--- config.mk ---
export PLATFORM = sky130hd
export DESIGN_NAME = contact_multi
export DESIGN_NICKNAME = d
export VERILOG_FILES = /design/src/rtl/contact_pkg.sv /design/src/rtl/contact_prime_rom.sv /design/src/rtl/contact_multi.sv
export SDC_FILE = /design/constraint.sdc
export NUM_CORES = 1
export LEC_CHECK = 0
export ABC_AREA = 1
export BUFFER_PORTS_ARGS = -buffer_cell sky130_fd_sc_hd__buf_4
export CORE_ASPECT_RATIO = 1.4
export CORE_MARGIN = 2
export CORE_UTILIZATION = 40
export DETAILED_ROUTE_END_ITERATION = 7
export PLACE_DENSITY_LB_ADDON = 0.3
export SLEW_MARGIN = 0
export SYNTH_ARGS = -nofsm -noshare
export SYNTH_HDL_FRONTEND = slang
export SYNTH_SLANG_ARGS = --single-unit
--- constraint.sdc ---
create_clock -name clk -period 3.3 [get_ports clk]
set_input_delay 0.165 -clock clk [delete_from_list [all_inputs] [get_ports clk]]
set_output_delay 0.165 -clock clk [all_outputs]
set_load 0.1 [all_outputs]
--- src/rtl/contact_pkg.sv ---
// Shared types and helpers for the prime-pulse beacon generator.
package contact_pkg;

  // Largest sequence the prime table supports; the 32nd prime (131) fits in 8 bits.
  localparam int MAX_PRIMES = 32;

  typedef enum logic [2:0] {
    ST_IDLE,
    ST_PULSE_HI,
    ST_PULSE_LO,
    ST_PRIME_GAP,
    ST_SEQ_GAP
  } contact_state_t;

  // Returns the idx-th prime (idx 0 -> 2) by trial division; evaluated only at
  // elaboration, so the loop cost never reaches hardware.
  function automatic logic [7:0] get_prime(input int idx);
    int          found;
    logic [7:0]  result;
    bit          is_p;
    found  = 0;
    result = 8'd0;
    for (int n = 2; (n <= 131) && (found <= idx); n++) begin
      is_p = 1'b1;
      for (int d = 2; d * d <= n; d++) begin
        if (n % d == 0) is_p = 1'b0;
      end
      if (is_p) begin
        if (found == idx) result = 8'(n);
        found++;
      end
    end
    return result;
  endfunction

endpackage

--- src/rtl/contact_prime_rom.sv ---
// Combinational prime lookup: prime_o = prime(idx_i), table fixed at elaboration.
module contact_prime_rom #(
  parameter int NUM_PRIMES = 8
) (
  input  logic [4:0] idx_i,
  output logic [7:0] prime_o
);
  import contact_pkg::*;

  // Full 32-entry table so the 5-bit index never runs off the end; entries
  // past NUM_PRIMES read as zero and are never selected by the sequencer.
  logic [7:0] rom_tbl [MAX_PRIMES];

  for (genvar g = 0; g < MAX_PRIMES; g++) begin : g_rom
    if (g < NUM_PRIMES) begin : g_used
      localparam logic [7:0] PRIME_VAL = get_prime(g);
      assign rom_tbl[g] = PRIME_VAL;
    end else begin : g_pad
      assign rom_tbl[g] = 8'd0;
    end
  end

  assign prime_o = rom_tbl[idx_i];

endmodule

--- src/rtl/contact_multi.sv ---
// Prime-pulse beacon: emits prime(0) pulses, a gap, prime(1) pulses, ... then a
// sequence gap, in free-run or one-shot mode, with busy/done handshake.
module contact_multi
  import contact_pkg::*;
#(
  parameter int          NUM_PRIMES         = 8,
  parameter logic [31:0] PULSE_LEN_COUNT    = 32'd8,
  parameter logic [31:0] PULSE_GAP_COUNT    = 32'd8,
  parameter logic [31:0] INTER_PRIME_GAP    = 32'd32,
  parameter logic [31:0] INTER_SEQUENCE_GAP = 32'd128,
  parameter int          CNT_WIDTH          = 32,
  parameter logic [31:0] ILA_CONTACT_DEBUG  = 32'd0
) (
  input  logic                 clk,
  input  logic                 rst,
  input  logic                 enable,
  input  logic                 one_shot,
  input  logic                 start,
  output logic                 busy,
  output logic                 done,
  output logic                 prime_seq,
  output logic [4:0]           prime_idx,
  output logic [CNT_WIDTH-1:0] prime_seq_cnt
);

  // Parameter legality, caught at elaboration rather than as odd waveforms.
  if (NUM_PRIMES < 1 || NUM_PRIMES > MAX_PRIMES) begin : g_bad_num_primes
    $fatal(1, "contact_multi: NUM_PRIMES must be in 1..32");
  end
  if (PULSE_LEN_COUNT == 32'd0 || PULSE_GAP_COUNT == 32'd0 ||
      INTER_PRIME_GAP == 32'd0 || INTER_SEQUENCE_GAP == 32'd0) begin : g_bad_timing
    $fatal(1, "contact_multi: all length/gap counts must be >= 1");
  end
  if (CNT_WIDTH < 1) begin : g_bad_cnt_width
    $fatal(1, "contact_multi: CNT_WIDTH must be >= 1");
  end

  localparam logic [4:0] LAST_IDX = 5'(NUM_PRIMES - 1);

  contact_state_t         state_q, state_d;
  logic [31:0]            timer_q, timer_d;      // cycles spent in the current state
  logic [7:0]             pulse_q, pulse_d;      // pulses already completed in this group
  logic [4:0]             prime_idx_q, prime_idx_d;
  logic [CNT_WIDTH-1:0]   cnt_q, cnt_d;
  logic                   done_d;
  logic                   prime_seq_q, busy_q, done_q;
  logic [7:0]             cur_prime;
  logic [7:0]             pulse_next;

  contact_prime_rom #(
    .NUM_PRIMES (NUM_PRIMES)
  ) u_prime_rom (
    .idx_i   (prime_idx_q),
    .prime_o (cur_prime)
  );

  assign pulse_next = pulse_q + 8'd1;

  // Next-state logic: each timed state exits when its timer reaches length-1.
  // NOTE: every signal written here gets a default first, so no path infers a latch.
  always_comb begin
    state_d     = state_q;
    timer_d     = timer_q + 32'd1;
    pulse_d     = pulse_q;
    prime_idx_d = prime_idx_q;
    cnt_d       = cnt_q;
    done_d      = 1'b0;

    unique case (state_q)
      ST_IDLE: begin
        timer_d = '0;
        if (enable && (!one_shot || start)) begin
          state_d     = ST_PULSE_HI;
          prime_idx_d = '0;
          pulse_d     = '0;
        end
      end
      ST_PULSE_HI: begin
        if (timer_q == PULSE_LEN_COUNT - 32'd1) begin
          timer_d = '0;
          if (pulse_next < cur_prime) begin
            pulse_d = pulse_next;
            state_d = ST_PULSE_LO;
          end else if (prime_idx_q < LAST_IDX) begin
            state_d = ST_PRIME_GAP;
          end else begin
            state_d = ST_SEQ_GAP;
          end
        end
      end
      ST_PULSE_LO: begin
        if (timer_q == PULSE_GAP_COUNT - 32'd1) begin
          timer_d = '0;
          state_d = ST_PULSE_HI;
        end
      end
      ST_PRIME_GAP: begin
        if (timer_q == INTER_PRIME_GAP - 32'd1) begin
          timer_d     = '0;
          prime_idx_d = prime_idx_q + 5'd1;
          pulse_d     = '0;
          state_d     = ST_PULSE_HI;
        end
      end
      ST_SEQ_GAP: begin
        if (timer_q == INTER_SEQUENCE_GAP - 32'd1) begin
          timer_d     = '0;
          cnt_d       = cnt_q + CNT_WIDTH'(1);
          done_d      = 1'b1;
          prime_idx_d = '0;
          pulse_d     = '0;
          // one_shot is only consulted here, so a mid-sequence change waits until now.
          state_d     = (enable && !one_shot) ? ST_PULSE_HI : ST_IDLE;
        end
      end
      default: begin
        state_d = ST_IDLE;
        timer_d = '0;
      end
    endcase

    // Dropping enable abandons the sequence without counting it.
    if (!enable && state_q != ST_IDLE) begin
      state_d     = ST_IDLE;
      timer_d     = '0;
      pulse_d     = '0;
      prime_idx_d = '0;
      cnt_d       = cnt_q;
      done_d      = 1'b0;
    end
  end

  // State and output registers; outputs are derived from the next state so
  // prime_seq rises on the same edge that leaves IDLE.
  // NOTE: non-blocking assignments so every register samples pre-edge values.
  always_ff @(posedge clk) begin
    if (rst) begin
      state_q     <= ST_IDLE;
      timer_q     <= '0;
      pulse_q     <= '0;
      prime_idx_q <= '0;
      cnt_q       <= '0;
      prime_seq_q <= 1'b0;
      busy_q      <= 1'b0;
      done_q      <= 1'b0;
    end else begin
      state_q     <= state_d;
      timer_q     <= timer_d;
      pulse_q     <= pulse_d;
      prime_idx_q <= prime_idx_d;
      cnt_q       <= cnt_d;
      prime_seq_q <= (state_d == ST_PULSE_HI);
      busy_q      <= (state_d != ST_IDLE);
      done_q      <= done_d;
    end
  end

  assign prime_seq     = prime_seq_q;
  assign busy          = busy_q;
  assign done          = done_q;
  assign prime_idx     = prime_idx_q;
  assign prime_seq_cnt = cnt_q;

  // Nets tagged for the ILA core inserter; no fabric logic reads them.
  if (ILA_CONTACT_DEBUG != 32'd0) begin : g_ila
    (* mark_debug = "true" *) logic [47:0] dbg_probe_unused;
    assign dbg_probe_unused = {state_q, timer_q, pulse_q, prime_idx_q};
  end

endmodule

# Word level (Yosys, flattened, before mapping)
# Memories as Yosys holds them, arrays and structs flattened.
# Cells that the tools add are included.
# W data, S select, Z words.
[word_totals]
register_bits = 83
latch_bits = 0
ram_bits = 0
romBits = 256
out_inout_bits = 40
elab_cells = 76
n_memories = 1
[op_classes]
add_sub_neg = 4
multipliers = 0
div = 0
order_cmp = 3
n_eq_ne = 13
n_shift = 0
n_mux = 27
bitwise_logic = 3
n_reduce_logical = 17
[memory_table]
columns = ["memory", "words", "word_bits", "read_ports", "rd_clocked_by_memory_dff", "wr", "line", "source"]
rows = [
  ["(no name shown)", 32, 8, 1, 0, 0, "contact_prime_rom.sv:23", "assign prime_o = rom_tbl[idx_i];"],
]
[op_table]
columns = ["op", "count"]
rows = [
  ["$mux W32", 3],
  ["$pmux W32 S3", 1],
  ["$add A32 B1 Y32 const B", 2],
  ["$mux W8", 7],
  ["$eq A32 B3 Y1 const B", 1],
  ["$eq A32 B5 Y1 const B", 1],
  ["$eq A32 B7 Y1 const B", 1],
  ["$pmux W8 S4", 1],
  ["$mux W3", 8],
  ["$mux W5", 3],
  ["$pmux W3 S5", 1],
  ["$pmux W5 S3", 1],
  ["$ne A2 B2 Y1 const B", 5],
  ["$reduce_bool A3 Y1", 3],
  ["$add A8 B1 Y8 const B", 1],
  ["$lt A8 B8 Y1", 1],
  ["$eq A3 B1 Y1 const B", 2],
  ["$eq A3 B2 Y1 const B", 2],
  ["$ge A6 B6 Y1 const B", 1],
  ["$not A5 Y6", 1],
  ["$reduce_and A6 Y1", 1],
  ["$add A5 B1 Y5 const B", 1],
  ["$lt A5 B3 Y1 const B", 1],
  ["$reduce_and A4 Y1", 1],
  ["other kinds (11)", 17],
]

# Longest topological paths before layout
# Gate-level depths: netlist of run 1.
[depth]
ltp_word = 10
ltp_mapped = 17
ltp_nobuf = 17

# By module
# Synthesis of run 1 repeated with hierarchy kept, for this count alone.
[unflattened]
cells_unflattened = 866
area_unflattened_um2 = 5326.4
[by_module_without_submodules]
columns = ["mod", "instances", "cells_each", "area_per_inst_um2", "seq_area_each_um2"]
rows = [
  ["contact_multi", 1, 837, 5178.7, 1661.6],
  ["contact_prime_rom", 1, 29, 147.6, 0.0],
]

# Worst setup path before layout of run 1
# No wires, ideal clock.
[synth_timing]
path_kind = "register to register"
startpoint = "register prime_idx_q[1], in the netlist prime_idx[1]"
endpoint = "register pulse_q[1]"
arrival_time_ps = 2716
required_ps = 3188
setup_slack_ps = 472
stages_incl_launch_ff = 17
path_buffers = 0
path_cell_list = "dfxtp_1 > inv_1 > ha_1 > nand2_1 > nand3_1 > ha_1 > nand2_1 > nand2_1 > nand2_1 > nand2_1 > nand2_1 > nand3_1 > nand2_1 > nand2_2 > clkinv_2 > nor2_1 > nor2_1"
[synth_between]
elab_chain_cells = 7
[synth_lines]
columns = ["element", "line", "source"]
rows = [
  ["from (decl)", "contact_multi.sv:43", "logic [4:0] prime_idx_q, prime_idx_d;"],
  ["from (signal assigned)", "contact_multi.sv:150", "prime_idx_q <= prime_idx_d;"],
  ["$not A5 Y6 (not written as such)", "contact_prime_rom.sv:23", ""],
  ["$mem_v2 Z32 W8", "n/a", ""],
  ["$mux W8 (not written as such) (2 in series)", "contact_prime_rom.sv:23", ""],
  ["$lt A8 B8 Y1", "contact_multi.sv:81", "if (pulse_next < cur_prime) begin"],
  ["$ne A2 B2 Y1 (no source line)", "n/a", ""],
  ["$reduce_and A6 Y1 (no source line)", "n/a", ""],
  ["to (signal assigned)", "contact_multi.sv:149", "pulse_q <= pulse_d;"],
  ["to (decl)", "contact_multi.sv:42", "logic [7:0] pulse_q, pulse_d;"],
]
# Every way passes these cells. The select of a mux whose other input is x is not followed.
# A chain may end at the register's enable or synchronous reset.

# Final worst setup path of run 1
[layout_timing]
startpoint = "register prime_idx_q[1], in the netlist prime_idx[1]"
endpoint = "register pulse_q[2]"
# Same word-level chain as after synthesis.

==> results of run 1 <==
[worst reg2reg max path, delay by kind of cell (launching register included)]
kind | cells | cell delay, ns
and+or+nand+nor | 12 | 0.94
DFF | 1 | 0.42
buffers and inverters | 2 | 0.25
adders and majority gates | 2 | 0.59
[state kept, by name, summed over array words and instances, names as in the netlist]
register and flops:
state_q 3, prime_seq_cnt 32, timer_q 32, pulse_q 8, busy 1, done 1
prime_idx 5, prime_seq 1
[metrics by stage]
step	worst slack [ns]	hold WS [ns]	power [mW]	utilization
2_1_floorplan	0.472	0.396	1.20	-
3_3_place_gp	1.07	0.466	1.23	0.447
3_5_place_dp	1.02	0.465	1.24	0.447
4_1_cts	1.00	0.201	2.27	0.471
5_1_grt	0.679	0.234	2.32	0.471
6_report	0.988	0.203	2.25	0.471
[report_power, final]
part           internal, mW  total, mW  switching [mW]
clock                 0.622       1.03           0.412
sequential             1.02       1.03          0.0152
combinational        0.0537      0.184           0.130
[area by class of cell]
type / count / area, sq um
tap: 150 / 188
timing repair buffer: 46 / 345
clock inverter: 4 / 50.0
fill: 1271 / 6570
inverter: 91 / 345
sequential: 83 / 1660
multi-input combinational: 588 / 3020
clock buffer: 11 / 253
[worst min path at each step]
stage / from / to / slack, ns / cells after the start
after detailed placement: timer_q[0] / timer_q[0] / 0.47 / 3
final: rst / state_q[2] / 0.20 / 2
after floorplan: rst / prime_seq_cnt[6] / 0.40 / 3
after CTS: rst / state_q[2] / 0.20 / 2
after global placement: timer_q[0] / timer_q[0] / 0.47 / 3
after global routing: rst / state_q[2] / 0.23 / 2
[layer usage]
| metal | vias to the layer above | wire (um) | global-route usage |
|---|---|---|---|
| met1 | 2178 | 5210 | 0.210 |
| li1 | 2569 | - | - |
| met5 | - | 0 | 0 |
| met2 | 99 | 7050 | 0.381 |
| met3 | 25 | 370 | 0.0264 |
| met4 | 0 | 346 | 0.0868 |
[cells by family (layout without fill, tap and decap cells)]
| kind of cell | Yosys count | count (layout) |
|---|---|---|
| and+or+nand+nor | 472 | 472 |
| buffers and inverters | 103 | 152 |
| DFF | 83 | 83 |
| AOI/OAI and AO/OA | 64 | 64 |
| xor gates and xnor gates | 41 | 41 |
| adders and majority gates | 11 | 11 |
[cells in the final DEF (no fill, tap or decap), drive strengths merged, types with 2 or more instances in the layout]
cell	n
a21oi	45
and2	6
and3	3
buf	46
clkbuf	11
clkinv	2
clkinvlp	2
dfxtp	83
ha	11
inv	90
nand2	217
nand3	42
nand3b	2
nand4	21
nor2	121
nor3	47
nor4	9
o21ai	15
or2	3
xnor2	11
xor2	30
==> reports/results.txt, run 1 <==
status - completed
first-pass GRT wire length - 21.6 mm
Pwr per Cell Area - 384 mW/mm^2
register area share after synthesis - 0.325
skew final - 0.00826 ns
Post-Synth XOR/XNOR Area - 0.0703
DIE WIDTH - 99.5 um
RR Startpoint - prime_idx[1]
setup_tns - 0 ns
initial antenna violation count - 0
Mapped Area - 0.00511 sq mm
synth warn - 0
final setup violation count - 0
top_reg_cell synth - dfxtp_1
RSZ-0062 raised after global routing - no
Slew @ Worst Pin - 0.557 ns
drt pass-1 iters - 5
vias in the first global route - 4650
# DRC - 0
Lkg Pwr - 2.36 nW
Avg WL per Cell - 13.3 um
top cells by count, synth - nand2_1 (211), nor2_1 (101), dfxtp_1 (83)
CTS tree - built
multiplexer area fraction after synthesis - 0
Num CTS Buffers - 9
arrival time worst endpoint - 2.55 ns
hold buffers post-CTS - 0
share of the synthesized area in the top cell type - 0.325
GP Congestion - 0.995
count leader, synth - nand2_1
crit-path cells - inv_1, ha_1, nand2_1, nand3_1, ha_1, nand2_1, nand2_1, nand2_1, nand2_1, nand2_1, nand3_1, nand2_1, nand2_2, clkinv_2, nor2_1, nor2_1
Synth Area in Adders - 0.0269
Compound-Gate Fraction of Synth Area - 0.0654
final hold vios - 0
Initial Util - 0.411
maximum single-stage delay on the critical path - 0.42 ns
Worst Reg-to-Reg Cells - 16
post_cts resized - 0
setup bufs post-CTS - 0
CP delay by family, top - simple AND/OR/NAND/NOR gates
Period minus WS final - 2.31 ns
Slew Limit Headroom - 0.625
Post-DP Area - 0.00556 sq mm
final instance area - 0.00586 sq mm
CP max stage cell - dfxtp_1
Core Area - 0.0124 sq mm
CP bufs+invs - 2
Avg Inst Size Synth - 6.60 sq um
largest family of logic cells by synthesized area - simple AND/OR/NAND/NOR gates
Top cell by count, worst path - nand2_1
CTS sink cnt - 83
grt ovf - 0
number of cells on the critical path - 16
Reg2Reg Setup Slack - 0.99 ns
crit-path max FO - 6
critical path startpoint category - flip-flop
Non-Filler Instances - 973
number of synthesized flops with an enable pin - 0
H-tree levels - 3
WS Path Type - reg -> reg
Final Net Count - 835
full die area - 0.0137 sq mm
max cap viols - 0
post-DP HPWL - 10.0 mm
CTS clk-pin slew, worst paths - 0.06 ns
worst skew pair latency - 0.34 ns
#FFs+latches synth - 83
simple-gate portion of the synthesized area - 0.428
crit path launch - prime_idx[1]
ratio of cells with drive above 1 in the final layout - 0.131
antenna-violating nets left - 0
Critical R2R Capture - pulse_q[2]
Max VDD drop - 0.219 mV
FFs w/ async S/R, synth - 0
syn nets - 790
vias post-DR - 4871
# diodes - 0
WP data required - 3.53 ns
clock buffer depth - 2
gr usage total - 0.197
Iter 0 DRT Violations - 199
Worst setup EP type - flip-flop
pin count of the biggest net entering global routing - 31
dpl cells - 958
max-slew violation count - 0
Critical Path Sink - pulse_q[2]
area grow syn2layout - 14.6%
PortBufs - 44
top-level I/O count - 45
Gate Count Post-Synth - 774
die span in y - 138 um
Std-Cell Rows - 48
Final Cycle Share - 0.701
achievable clock frequency - 432 MHz
leading area contributor after synthesis - dfxtp_1
Routed WL - 13.0 mm
Clock Root Buffer - clkbuf_16
Synth cell types - 38
Vias/cell - 5.01
top post-synthesis cells by area - dfxtp_1 (33%), nand2_1 (15%), nor2_1 (7.4%)
Hold WC Path Type - in -> reg
Note: power is estimated with default switching activity, not from simulation.
==> inputs of run 2 (changes only) <==
clock period = 2.1 ns   (was 3.3 ns; I/O delays follow)
==> reports/results.txt, run 2 (synthesized netlist as in run 1, its figures left out) <==
max cap viols - 0
arrival time worst endpoint - 2.19 ns
Final Net Count - 866
Period minus WS final - 1.95 ns
RSZ-0062 raised after global routing - yes
Final Cycle Share - 0.931
CTS sink cnt - 83
Logic pwr share - 0.101
area grow syn2layout - 21.9%
Clock Power Share - 0.425
clock buffer depth - 2
final setup violation count - 0
Power, Total - 3.41 mW
WS Path Type - reg -> reg
Pwr per Cell Area - 547 mW/mm^2
Slew Limit Headroom - 0.716
internal power - 2.51 mW
most frequent cells in the layout - nand2_1 (201), nor2_1 (94), inv_1 (79)
setup_tns - 0 ns
Sequential cell area - 0.00169 sq mm
Sw Share - 0.265
net load switching power - 0.905 mW
# DRC - 0
vias in the first global route - 4866
Max VDD drop - 0.367 mV
max-slew violation count - 0
Reg2Reg Setup Slack - 0.15 ns
skew final - 0.0102 ns
crit-path max FO - 5
CTS tree - built
vias post-DR - 5089
gr usage total - 0.207
Clock Root Buffer - clkbuf_16
final hold vios - 0
# diodes - 0
initial antenna violation count - 0
Lkg Pwr - 2.54 nW
hold buffers post-CTS - 0
worst skew pair latency - 0.34 ns
first-pass GRT wire length - 22.5 mm
Slew @ Worst Pin - 0.422 ns
Routed WL - 14.0 mm
Num CTS Buffers - 9
multi-input logic area - 0.00312 sq mm
drt pass-1 iters - 5
CTS clk-pin slew, worst paths - 0.06 ns
antenna-violating nets left - 0
Initial Util - 0.411
Vias/cell - 5.06
Core Area - 0.0124 sq mm
Non-Filler Instances - 1005
DIE WIDTH - 99.5 um
Iter 0 DRT Violations - 185
critical path startpoint category - flip-flop
most common cell after layout, fill and taps aside - nand2_1
Hold WC Path Type - in -> reg
H-tree levels - 3
Std-Cell Rows - 48
pin count of the biggest net entering global routing - 30
die span in y - 138 um
Filler cells - 1276
top-level I/O count - 45
GP Congestion - 0.951
post-DP HPWL - 10.7 mm
Worst setup EP type - flip-flop
dpl cells - 979
grt ovf - 0
achievable clock frequency - 512 MHz
ratio of cells with drive above 1 in the final layout - 0.208
PortBufs - 44
full die area - 0.0137 sq mm
status - completed
sequential share of power - 0.474
Avg WL per Cell - 13.9 um
WP data required - 2.33 ns
-- run 2: timing repair --
| action | 4_1_cts | 5_1_grt |
|---|---|---|
| resized for setup | 1 | 31 |
| pin swaps | 0 | 7 |
| endpoints found under the setup margin | 1 | 74 |
| setup buffers | 0 | 9 |
| cloned | 0 | 1 |
-- run 2: area by class of cell --
cell class / count / area share
clock buffers: 11 / 0.0373
clock inverters: 5 / 0.00502
well taps: 150 / 0.0301
flip-flops and latches: 83 / 0.271
repair buffers: 77 / 0.0996
inverters: 91 / 0.0568
multi-input cells: 588 / 0.500
-- run 2: worst max-delay path: stages, from the launching register on --
cell      delay, ns
dfxtp_4        0.36
buf_4          0.14
ha_1           0.18
o211ai_1       0.18
ha_1           0.26
nand2_1        0.06
inv_1          0.03
nand2_1        0.05
nand2_1        0.06
nand2_2        0.08
nand3_2        0.09
nand2_4        0.11
nand2_4        0.08
a21oi_2        0.12
nor2_1         0.05
-- run 2: per-layer routing --
metal	global-route usage	share of wire	vias to the layer above
li1	-	-	2639
met3	0.0355	0.035	40
met5	0	0	-
met4	0.109	0.049	0
met1	0.211	0.39	2301
met2	0.397	0.53	109
-- run 2: final timing paths --
path,startpoint,to,cells after the start
worst max-delay path,prime_idx[0],pulse_q[0],14
worst min-delay path,rst,prime_seq_cnt[6],4
worst max register to register,prime_idx[0],pulse_q[0],14
worst min register to register,pulse_q[7],pulse_q[7],2
-- run 2: power by group through the flow --
stage | combinational [mW] | clock (mW) | sequential (mW)
after floorplan | 0.188 | 0 | 1.70
after global placement | 0.300 | 0 | 1.65
after detailed placement | 0.302 | 0 | 1.65
after CTS | 0.303 | 1.48 | 1.62
after global routing | 0.382 | 1.54 | 1.62
final | 0.344 | 1.45 | 1.62
-- run 2: metrics by stage --
step | cell area [sq um] | utilization | hold slack [ns] | setup slack (ns)
6_report | 6230 | 0.501 | 0.140 | 0.145
3_5_place_dp | 5780 | 0.465 | 0.464 | 0.0216
2_1_floorplan | 5160 | - | 0.336 | 0.00153
4_1_cts | 6040 | 0.486 | 0.136 | 0.0151
3_3_place_gp | 5780 | 0.465 | 0.466 | 0.100
5_1_grt | 6230 | 0.501 | 0.164 | -0.0186
